==> src/rtl/if_tracker.sv <==
// IF-stage trace transmitter: timestamps fetch transactions on the req/gnt/rvalid bus and emits
// one completed trace element per fetched instruction with a single-cycle valid pulse.

package if_tracker_pkg;

    typedef struct packed {
        logic [31:0] addr;
        logic [31:0] instruction;
        logic [31:0] time_start;
        logic [31:0] time_end;
    } stage_data_t;

    typedef struct packed {
        logic        pass_through;
        stage_data_t if_data;
        stage_data_t id_data;
        stage_data_t ex_data;
        stage_data_t wb_data;
    } trace_output;

    localparam int unsigned TraceW = $bits(trace_output);

endpackage

module if_tracker
    import if_tracker_pkg::*;
#(
    parameter int unsigned MAX_OUTSTANDING = 2
) (
    input  logic              clk,
    input  logic              rst,
    input  logic [31:0]       counter,
    input  logic              instr_req,
    input  logic              instr_gnt,
    input  logic              instr_rvalid,
    input  logic [31:0]       instr_addr,
    input  logic [31:0]       instr_rdata,
    output logic [TraceW-1:0] if_data_o,
    output logic              if_data_valid,
    output logic              overflow,
    output logic              spurious_rvalid
);

    localparam int unsigned PtrW = (MAX_OUTSTANDING > 1) ? $clog2(MAX_OUTSTANDING) : 1;
    localparam int unsigned CntW = $clog2(MAX_OUTSTANDING) + 1;
    localparam logic [CntW-1:0] CntFull = CntW'(MAX_OUTSTANDING);
    localparam logic [PtrW-1:0] PtrLast = PtrW'(MAX_OUTSTANDING - 1);

    typedef enum logic [0:0] {
        ReqIdle,
        ReqWaitGnt
    } req_state_e;

    // Request FSM
    req_state_e  state_q, state_d;
    logic [31:0] pend_addr_q, pend_addr_d;
    logic [31:0] pend_start_q, pend_start_d;

    logic        push_req;
    logic [31:0] push_addr;
    logic [31:0] push_start;

    // Outstanding-transaction queue
    logic [31:0]     q_addr  [MAX_OUTSTANDING];
    logic [31:0]     q_start [MAX_OUTSTANDING];
    logic [PtrW-1:0] wr_ptr_q, wr_ptr_d;
    logic [PtrW-1:0] rd_ptr_q, rd_ptr_d;
    logic [CntW-1:0] count_q, count_d;
    logic            q_empty;
    logic            q_full;
    logic            pop;
    logic            push_ok;

    // Output registers
    trace_output out_q, out_d;
    logic        valid_q, valid_d;
    logic        overflow_q, overflow_d;
    logic        spurious_q, spurious_d;

    function automatic logic [PtrW-1:0] ptr_next(input logic [PtrW-1:0] p);
        return (p == PtrLast) ? '0 : p + 1'b1;
    endfunction

    always_comb begin
        state_d      = state_q;
        pend_addr_d  = pend_addr_q;
        pend_start_d = pend_start_q;
        push_req     = 1'b0;
        push_addr    = '0;
        push_start   = '0;
        case (state_q)
            ReqIdle: begin
                if (instr_req) begin
                    if (instr_gnt) begin
                        push_req   = 1'b1;
                        push_addr  = instr_addr;
                        push_start = counter;
                    end else begin
                        // Timestamp is the first req cycle, not the grant cycle
                        pend_addr_d  = instr_addr;
                        pend_start_d = counter;
                        state_d      = ReqWaitGnt;
                    end
                end
            end
            ReqWaitGnt: begin
                if (instr_gnt) begin
                    push_req   = 1'b1;
                    push_addr  = pend_addr_q;
                    push_start = pend_start_q;
                    state_d    = ReqIdle;
                end else if (!instr_req) begin
                    state_d = ReqIdle;
                end
            end
            default: state_d = ReqIdle;
        endcase
    end

    always_comb begin
        q_empty  = (count_q == '0);
        q_full   = (count_q == CntFull);
        pop      = instr_rvalid && !q_empty;
        // A pop in the same cycle frees the slot the push lands in
        push_ok  = push_req && (!q_full || pop);
        count_d  = count_q + CntW'(push_ok) - CntW'(pop);
        wr_ptr_d = push_ok ? ptr_next(wr_ptr_q) : wr_ptr_q;
        rd_ptr_d = pop ? ptr_next(rd_ptr_q) : rd_ptr_q;
    end

    always_comb begin
        out_d   = out_q;
        valid_d = 1'b0;
        if (pop) begin
            out_d                        = '0;
            out_d.if_data.addr           = q_addr[rd_ptr_q];
            out_d.if_data.instruction    = instr_rdata;
            out_d.if_data.time_start     = q_start[rd_ptr_q];
            out_d.if_data.time_end       = counter;
            valid_d                      = 1'b1;
        end
        overflow_d = overflow_q | (push_req && q_full && !pop);
        spurious_d = spurious_q | (instr_rvalid && q_empty);
    end

    always_ff @(posedge clk) begin
        if (!rst) begin
            state_q      <= ReqIdle;
            pend_addr_q  <= '0;
            pend_start_q <= '0;
            wr_ptr_q     <= '0;
            rd_ptr_q     <= '0;
            count_q      <= '0;
            out_q        <= '0;
            valid_q      <= 1'b0;
            overflow_q   <= 1'b0;
            spurious_q   <= 1'b0;
        end else begin
            state_q      <= state_d;
            pend_addr_q  <= pend_addr_d;
            pend_start_q <= pend_start_d;
            wr_ptr_q     <= wr_ptr_d;
            rd_ptr_q     <= rd_ptr_d;
            count_q      <= count_d;
            out_q        <= out_d;
            valid_q      <= valid_d;
            overflow_q   <= overflow_d;
            spurious_q   <= spurious_d;
        end
    end

    // Queue storage needs no reset; occupancy alone decides validity
    always_ff @(posedge clk) begin
        if (rst && push_ok) begin
            q_addr[wr_ptr_q]  <= push_addr;
            q_start[wr_ptr_q] <= push_start;
        end
    end

    assign if_data_o       = out_q;
    assign if_data_valid   = valid_q;
    assign overflow        = overflow_q;
    assign spurious_rvalid = spurious_q;

endmodule
==> config.mk <==
export PLATFORM = sky130hd
export DESIGN_NAME = if_tracker
export DESIGN_NICKNAME = d
export VERILOG_FILES = /design/src/rtl/if_tracker.sv
export SDC_FILE = /design/constraint.sdc
export NUM_CORES = 1
export LEC_CHECK = 0
export ABC_AREA = 1
export CORE_AREA = 4 4 238 240
export DETAILED_ROUTE_END_ITERATION = 8
export DIE_AREA = 0 0 242 244
export PLACE_DENSITY = 0.64
export SLEW_MARGIN = 15
export SYNTH_ARGS = -nofsm -noshare
export SYNTH_HDL_FRONTEND = slang
export SYNTH_SLANG_ARGS = --single-unit
export TNS_END_PERCENT = 1
==> constraint.sdc <==
create_clock -name clk -period 11.25 [get_ports clk]
set_input_delay 1.6875 -clock clk [delete_from_list [all_inputs] [get_ports clk]]
set_output_delay 1.6875 -clock clk [all_outputs]
set_load 0.005 [all_outputs]
Word level (Yosys, flattened, before mapping):

Memory sizes are Yosys's and may differ from the RTL's. A register that Yosys moved wholly into a read port is not among the register bits.
Index checks and enable logic that the tools add are counted.

* flip-flop bits (word level): 136
* memories: 2
* memory bits (read-only): 0
* RAM bits: 128
* input port bits: 101
* output and inout port bits: 516
* latch bits: 0

Memory list
* q_addr: words 2, width 32, rd ports 1, clocked after memory_dff 1, write ports 1, RTL line 64 `logic [31:0] q_addr [MAX_OUTSTANDING];`
* q_start: words 2, width 32, rd ports 1, clocked after memory_dff 1, write ports 1, RTL line 65 `logic [31:0] q_start [MAX_OUTSTANDING];`

* shifts and indexed selects: 0
* order comparisons: 0
* multipliers: 0
* muxes and demuxes: 21
* reductions and logical operators: 14
* div/mod/pow operators: 0
* $add $sub $neg: 4
* bitwise logic cells: 4
* eq/ne operators: 1

Operator list (count)
* $mux 32: 6
* $pmux 32 s2: 2
* $mux 1: 11
* $logic_and 1x1->1: 6
* $logic_not 1->1: 5
* $pmux 1 s2: 2
* $reduce_and 3->1: 1
* $add 1x1->1 const B: 2
* $add 2x1->2: 1
* $eq 2x2->1 const B: 1
* $logic_not 2->1: 1
* $not 1->1: 2
* $or 1x1->1: 2
* $sub 2x1->2: 1
* $logic_or 1x1->1: 1

Depth between registers and ports, before layout:

Gate-level depths: netlist of the first run.

* word-level depth: 8
* depth in mapped cells: 13
* depth with buffers taken out: 11

Worst setup path after synthesis of the first run:

Ideal clock, no wire load.

* kind: input to register
* from: input port rst
* to: memory q_addr[1][0] (enable)
* data required time: 10764 ps
* setup slack: 5834 ps
* setup time: 486 ps
* stages on the path: 5
* path buffers: 3
* arrival: 4930 ps
* cells stage by stage: buf_2 > buf_2 > buf_2 > nand2_1 > nor2_1

* word-level cells in the longest chain between the ends: 3

RTL lines
* start: declaration: RTL line 31 `input logic rst,`
* $logic_and 1x1->1: RTL line 174 `if (rst && push_ok) begin`
* $mux 1: RTL line 174
* $mux 1 (implied by the code): RTL line 175 `q_addr[wr_ptr_q] <= push_addr;`
* end: declaration: RTL line 64

Every way passes these cells.

Worst setup path after layout of the first run:

* from: input port instr_gnt
* to: memory q_addr[1][24] (enable)

* word-level cells in the longest chain between the ends: 7

RTL lines
* start: declaration: RTL line 34 `input logic instr_gnt,`
* $mux 1 (*): RTL line 94, 107
* $mux 1: RTL line 93 `if (instr_req) begin`
* $pmux 1 s2 (*): RTL line 91 `case (state_q)`
* $logic_and 1x1->1 (*): RTL line 125 `push_ok = push_req && (!q_full || pop);`
* $logic_and 1x1->1 (*): RTL line 174
* $mux 1 (*): RTL line 174
* $mux 1 (implied by the code) (*): RTL line 175

Every way passes the cells marked *; elsewhere a longest branch is shown, timed or not.

==> results of run 1 <==
==> layout make-up <==
type | count | area, um^2 | share of cell area [%]
Tap cell | 704 | 881 | 4.67
Timing Repair Buffer | 244 | 2400 | 12.7
Inverter | 171 | 642 | 3.40
Multi-Input combinational cell | 1412 | 5920 | 31.4
Clock buffer | 56 | 1090 | 5.77
Antenna cell | 2 | 5.00 | 0.0265
Clock inverter | 9 | 88.8 | 0.471
Sequential cell | 328 | 7860 | 41.6
==> critical path, stage by stage <==
cell and delay (ps):
buf_2 80, buf_4 620, nand2_1 110, nand2_1 150
nand2_1 130, nor2_4 630, buf_4 600
==> state kept, by name, indices dropped and copies added (netlist names) <==
signal,count
spurious_rvalid,1
state_q,1
q_start,64
overflow,1
rd_ptr_q,1
q_addr,64
if_data_valid,1
pend_addr_q,32
if_data_o,128
wr_ptr_q,1
pend_start_q,32
count_q,2
==> power groups by stage <==
stage	Sequential [W]	Combinational [W]	Clock, W
2_1_floorplan	0.00155	0.000659	0
3_3_place_gp	0.00156	0.00102	0
3_5_place_dp	0.00157	0.00102	0
4_1_cts	0.00154	0.00103	0.00120
5_1_grt	0.00157	0.00114	0.00125
6_report	0.00154	0.00100	0.00117
==> per-layer routing <==
metal | up-vias | GRT usage, % | wire (um) | part of all wire [%]
met5 | - | 0 | 0 | 0
met4 | 0 | 4.59 | 1150 | 2.9
met3 | 58 | 3.09 | 2800 | 7.0
met2 | 364 | 21.4 | 19800 | 50
met1 | 5203 | 15.1 | 16100 | 40
li1 | 5916 | - | - | -
==> worst paths after layout <==
check	endpoint	slack, ps	cells after the start
setup / recovery	q_addr[1][24]$_DFFE_PP_	7300	7
hold / removal	overflow$_SDFF_PN0_	460	2
setup reg to reg	q_addr[1][24]$_DFFE_PP_	8160	5
hold reg to reg	overflow$_SDFF_PN0_	460	2
==> cells in the mapped netlist, drive strengths merged <==
master / instances
nand2: 301
clkbuf: 24
o21ai: 160
nor3b: 1
edfxtp: 128
o31ai: 32
inv: 171
conb: 1
a21oi: 2
dfxtp: 200
nand3b: 32
or2: 1
ha: 2
buf: 473
nor2: 393
a31oi: 1
nand3: 102
==> cell families after synthesis <==
| group | Yosys count | share of synthesized area [%] |
|---|---|---|
| other | 1 | 0.0227 |
| flip-flops | 328 | 47.6 |
| AND/OR/NAND/NOR | 830 | 20.5 |
| AO/OA/AOI/OAI | 195 | 6.41 |
| adder cells (fa/ha/maj) | 2 | 0.152 |
| buffers and inverters | 668 | 25.4 |
==> stage by stage <==
step                      utilization [%]  hold slack [ps]  setup slack, ps
after floorplan                         -              447             5830
after global placement               32.4              453             6700
after detailed placement             32.4              444             6640
after CTS                            34.5              462             7210
after global routing                 34.5              494             7050
final                                34.5              460             7300
==> impl_metrics.csv, run 1 <==
group,metric,value,unit
floorplan,core_area,54700,um^2
clock_network,clockRootBuffer,"clkbuf_16",
cells_and_area,area_growth,14.5,%
power_and_ir_drop,p_leak,8.27,nW
sta,setup_violations,0,
clock_network,cts_buffer_depth,3,
clock_network,numCtsBuffers,36,
clock_network,ctsResizeCount,0,
power_and_ir_drop,finalPower,0.00371,W
drt,wl,39900,um
floorplan,dieWidth,242,um
synth,synth.distinct_cells,23,
sta,clock_skew,20.5,ps
sta,timing.final.hold_violations,0,
synth,seq_area_frac_synth,47.6,%
synth,synth_cells,2024,
cells_and_area,num-fill-cells,5711,
synth,ys_seq_elements,328,
sta,post-route-period-util,35.1,%
synth,ys_warn_count,0,
global_route,grt_pass1_wl,59400,um
cells_and_area,drive_above_1_share,3.69,%
power_and_ir_drop,ir_worst_vdd,0.141,mV
job,max_cap_viol_count,0,
hold_path,worstHoldStart,"overflow$_SDFF_PN0_",
sta,fin_tns_setup,0,ps
floorplan,ios,617,
placement,dp_cells,2859,
cells_and_area,stdcell_count,2926,
power_and_ir_drop,p_comb_share,27.1,%
clock_network,hold_buffers,0,
placement,placed_area,17700,um^2
drt,drtPass1Iterations,5,
global_route,grt_max_degree,100,
critical_path,cp-end-kind,"flop",
power_and_ir_drop,netSwitchingPower,0.00114,W
critical_path,critPathKind,"input port to flop",
status,status,"finished, final reports clean",
floorplan,initial_core_util,30.2,%
cells_and_area,final_nets,2296,
drt,post_drt_wl_per_cell,13.6,um
sta,max_freq,0.253,GHz
clock_network,clkLatencyLatePin,530,ps
floorplan,core.rowCount,86,
global_route,grt_overflow,0,
sta,max_slew_margin,21.9,%
clock_network,htree_levels,2,
power_and_ir_drop,clkPwrFrac,31.4,%
cells_and_area,fin_area,18900,um^2
clock_network,clk_pin_slew,60,ps
drt,via_per_inst,3.94,
synth,synth_area_leaders,"dfxtp_1, edfxtp_1, buf_4, nor2_1, nand2_1",
placement,port_buffers,231,
critical_path,startpoint_type,"input port",
synth,synth_top_cell_area_share,24.3,%
global_route,antenna_found_initial,2,
placement,dpl.hpwl,27100,um
drt,drt_iter0_drc,559,
critical_path,cp.arrival,4110,ps
placement,gp_congestion,0.785,
cells_and_area,mostFrequentLayoutCells,"nor2_1, conb_1, nand2_1",
clock_network,cts_tree,"done",
clock_network,clock-sinks,328,
sta,min_period,3950,ps
drt,drc,0,
sta,drv_slew,0,
critical_path,worstPathRequired,11410,ps
sta,rsz0062_at_grt,"no",
critical_path,path_max_fanout,68,
hold_path,hold_path.class,"flop to flop",
global_route,grt_use_total,12.5,%
power_and_ir_drop,power.density,196,nW/um^2
critical_path,r2r-start,"state_q$_SDFF_PN0_",
power_and_ir_drop,internal_power,0.00257,W
power_and_ir_drop,p_seq_share,41.5,%
synth,yosysTopAreaCell,"dfxtp_1",
cells_and_area,final_common_cell,"nor2_1",
power_and_ir_drop,p_sw_share,30.6,%
floorplan,dieArea,59000,um^2
clock_network,postCtsSetupBuffers,0,
floorplan,fp.dieH,244,um
synth,syn-cell-area,16500,um^2
global_route,grt_pass1_vias,10273,
drt,vias,11541,
critical_path,startpoint,"instr_gnt",
synth,avgSynthCellArea,8.15,um^2
drt,antenna_left,0,
sta,worst_pin_slew,1170,ps
Note: power is estimated with default switching activity, not from simulation.
==> run 2, diff against run 1 <==
--- a/config.mk
+++ b/config.mk
@@ -9,7 +9,7 @@
 export CORE_AREA = 4 4 238 240
 export DETAILED_ROUTE_END_ITERATION = 8
 export DIE_AREA = 0 0 242 244
-export PLACE_DENSITY = 0.64
+export PLACE_DENSITY = 0.67
 export SLEW_MARGIN = 15
 export SYNTH_ARGS = -nofsm -noshare
 export SYNTH_HDL_FRONTEND = slang
==> constraint.sdc (replaced) <==
create_clock -name clk -period 3.2 [get_ports clk]
set_input_delay 0.48 -clock clk [delete_from_list [all_inputs] [get_ports clk]]
set_output_delay 0.48 -clock clk [all_outputs]
set_load 0.005 [all_outputs]
==> run 2 against run 1 <==
Power rose to 3.5 times the previous value; clock skew fell by 6.1 ps; first-iteration DRC count rose by 2.5%; hold slack got worse by 220 ps; critical endpoint is now count_q[1]$_SDFF_PN0_.
==> impl_metrics.csv, run 2 (same netlist as run 1, synthesis figures left out) <==
group,metric,value,unit
placement,pre_cts_ws,644,ps
critical_path,worstPathRequired,3610,ps
placement,gp_congestion,0.810,
cells_and_area,fin_area,19000,um^2
clock_network,htree_levels,2,
cells_and_area,final_common_cell,"nor2_1",
power_and_ir_drop,p_sw_share,31.1,%
critical_path,cp.arrival,2600,ps
placement,dpl.hpwl,27600,um
placement,dp_cells,2867,
power_and_ir_drop,p_seq_share,41.5,%
clock_network,cts_tree,"done",
global_route,met3_usage,3.77,%
sta,max_freq,0.457,GHz
critical_path,startpoint_type,"flop",
floorplan,initial_core_util,30.2,%
floorplan,dieArea,59000,um^2
cells_and_area,final_nets,2304,
drt,drtPass1Iterations,5,
drt,antenna_left,0,
drt,drt_iter0_drc,573,
sta,setup_violations,0,
job,max_cap_viol_count,0,
cells_and_area,num-fill-cells,5636,
global_route,antenna_found_initial,4,
global_route,grt_busiest_layer,"met2",
floorplan,core_area,54700,um^2
floorplan,ios,617,
floorplan,dieWidth,242,um
cells_and_area,stdcell_count,2936,
sta,min_period,2190,ps
global_route,grt_pass1_wl,59500,um
critical_path,path_max_fanout,58,
cells_and_area,largest_reg_flops,128,
sta,worst_pin_slew,1140,ps
global_route,grt_pass1_vias,10155,
cells_and_area,mostFrequentLayoutCells,"nor2_1, conb_1, nand2_1",
sta,rsz0062_at_grt,"no",
hold_path,hold_path.class,"input port to flop",
cells_and_area,area_growth,15.0,%
global_route,grt_overflow,0,
sta,fin_tns_setup,0,ps
power_and_ir_drop,p_comb_share,27.3,%
floorplan,core.rowCount,86,
drt,post_drt_wl_per_cell,14.0,um
sta,drv_slew,0,
power_and_ir_drop,ir_worst_vdd,0.358,mV
sta,clock_skew,14.4,ps
clock_network,clock-sinks,328,
drt,via_per_inst,3.97,
placement,placed_area,17800,um^2
clock_network,ctsResizeCount,0,
status,status,"finished, final reports clean",
global_route,grt_use_total,12.6,%
power_and_ir_drop,p_leak,8.34,nW
clock_network,hold_buffers,0,
clock_network,numCtsBuffers,36,
clock_network,cts_buffer_depth,3,
cells_and_area,drive_above_1_share,4.31,%
clock_network,postCtsSetupBuffers,0,
drt,drc,0,
sta,whs,243,ps
critical_path,cp-end-kind,"flop",
clock_network,clkLatencyLatePin,530,ps
global_route,use_met2,21.8,%
power_and_ir_drop,netSwitchingPower,0.00407,W
power_and_ir_drop,clkPwrFrac,31.2,%
drt,wl,41100,um
floorplan,fp.dieH,244,um
global_route,use_met1,14.7,%
placement,port_buffers,231,
sta,post-route-period-util,68.4,%
power_and_ir_drop,internal_power,0.00903,W
power_and_ir_drop,power.density,690,nW/um^2
drt,vias,11660,
clock_network,clockRootBuffer,"clkbuf_16",
global_route,grt_max_degree,197,
critical_path,critPathKind,"flop to flop",
sta,max_slew_margin,24.2,%
clock_network,clk_pin_slew,60,ps
sta,timing.final.hold_violations,0,
sta,fin_ws,1010,ps
[run 2: changes by cell type in the layout (fill, tap and decap cells not counted), sizes merged]
cell / delta
bufinv: -1
clkbuf: -2
clkinv: +3
clkinvlp: -1
buf: +8
diode: +1
inv: +2
[run 2: layout make-up]
| cell class | count | area (um^2) | share of cell area [%] |
|---|---|---|---|
| diodes | 3 | 7.51 | 0.0396 |
| clock buffers | 54 | 1100 | 5.80 |
| clock inverters | 12 | 78.8 | 0.415 |
| inverters | 171 | 643 | 3.39 |
| multi-input cells | 1412 | 5920 | 31.2 |
| flip-flops and latches | 328 | 7860 | 41.4 |
| well taps | 704 | 881 | 4.64 |
| repair buffers | 252 | 2490 | 13.1 |
[run 2: path summary, 6_finish.rpt]
path / endpoint / depth (start not counted) / slack, ps / start
min reg2reg: if_data_o[396]$_SDFFE_PN0N_ / 2 / 460 / if_data_o[396]$_SDFFE_PN0N_
min: state_q$_SDFF_PN0_ / 2 / 240 / instr_gnt
max reg2reg: count_q[1]$_SDFF_PN0_ / 9 / 1010 / state_q$_SDFF_PN0_
max: count_q[1]$_SDFF_PN0_ / 9 / 1010 / state_q$_SDFF_PN0_
[run 2: worst max-delay path: stages, from the launching register on]
cell and delay, ps:
dfxtp_4 700, nand2_1 110, nand2_1 140, nand2_1 140
ha_1 300, inv_1 40, ha_1 170, or2_2 280
a21oi_1 130, nor2_1 50
[run 2: routing by layer]
layer	vias up	share of wire (%)	wire length (um)
met2	393	50	20300
met3	82	8.3	3410
met5	-	0.049	20
li1	5925	-	-
met4	2	3.4	1410
met1	5258	39	15900
[run 2: power by group through the flow]
stage	Combinational, W	Clock [W]	Sequential, W
3_5_place_dp	0.00362	0	0.00553
3_3_place_gp	0.00361	0	0.00551
6_report	0.00358	0.00409	0.00543
5_1_grt	0.00402	0.00436	0.00553
2_1_floorplan	0.00232	0	0.00544
4_1_cts	0.00364	0.00419	0.00545
[run 2: metrics by stage]
step,utilization (%),total power [W]
after floorplan,-,0.00776
after global placement,32.5,0.00912
after detailed placement,32.5,0.00914
after CTS,34.7,0.0133
after global routing,34.7,0.0139
final,34.7,0.0131
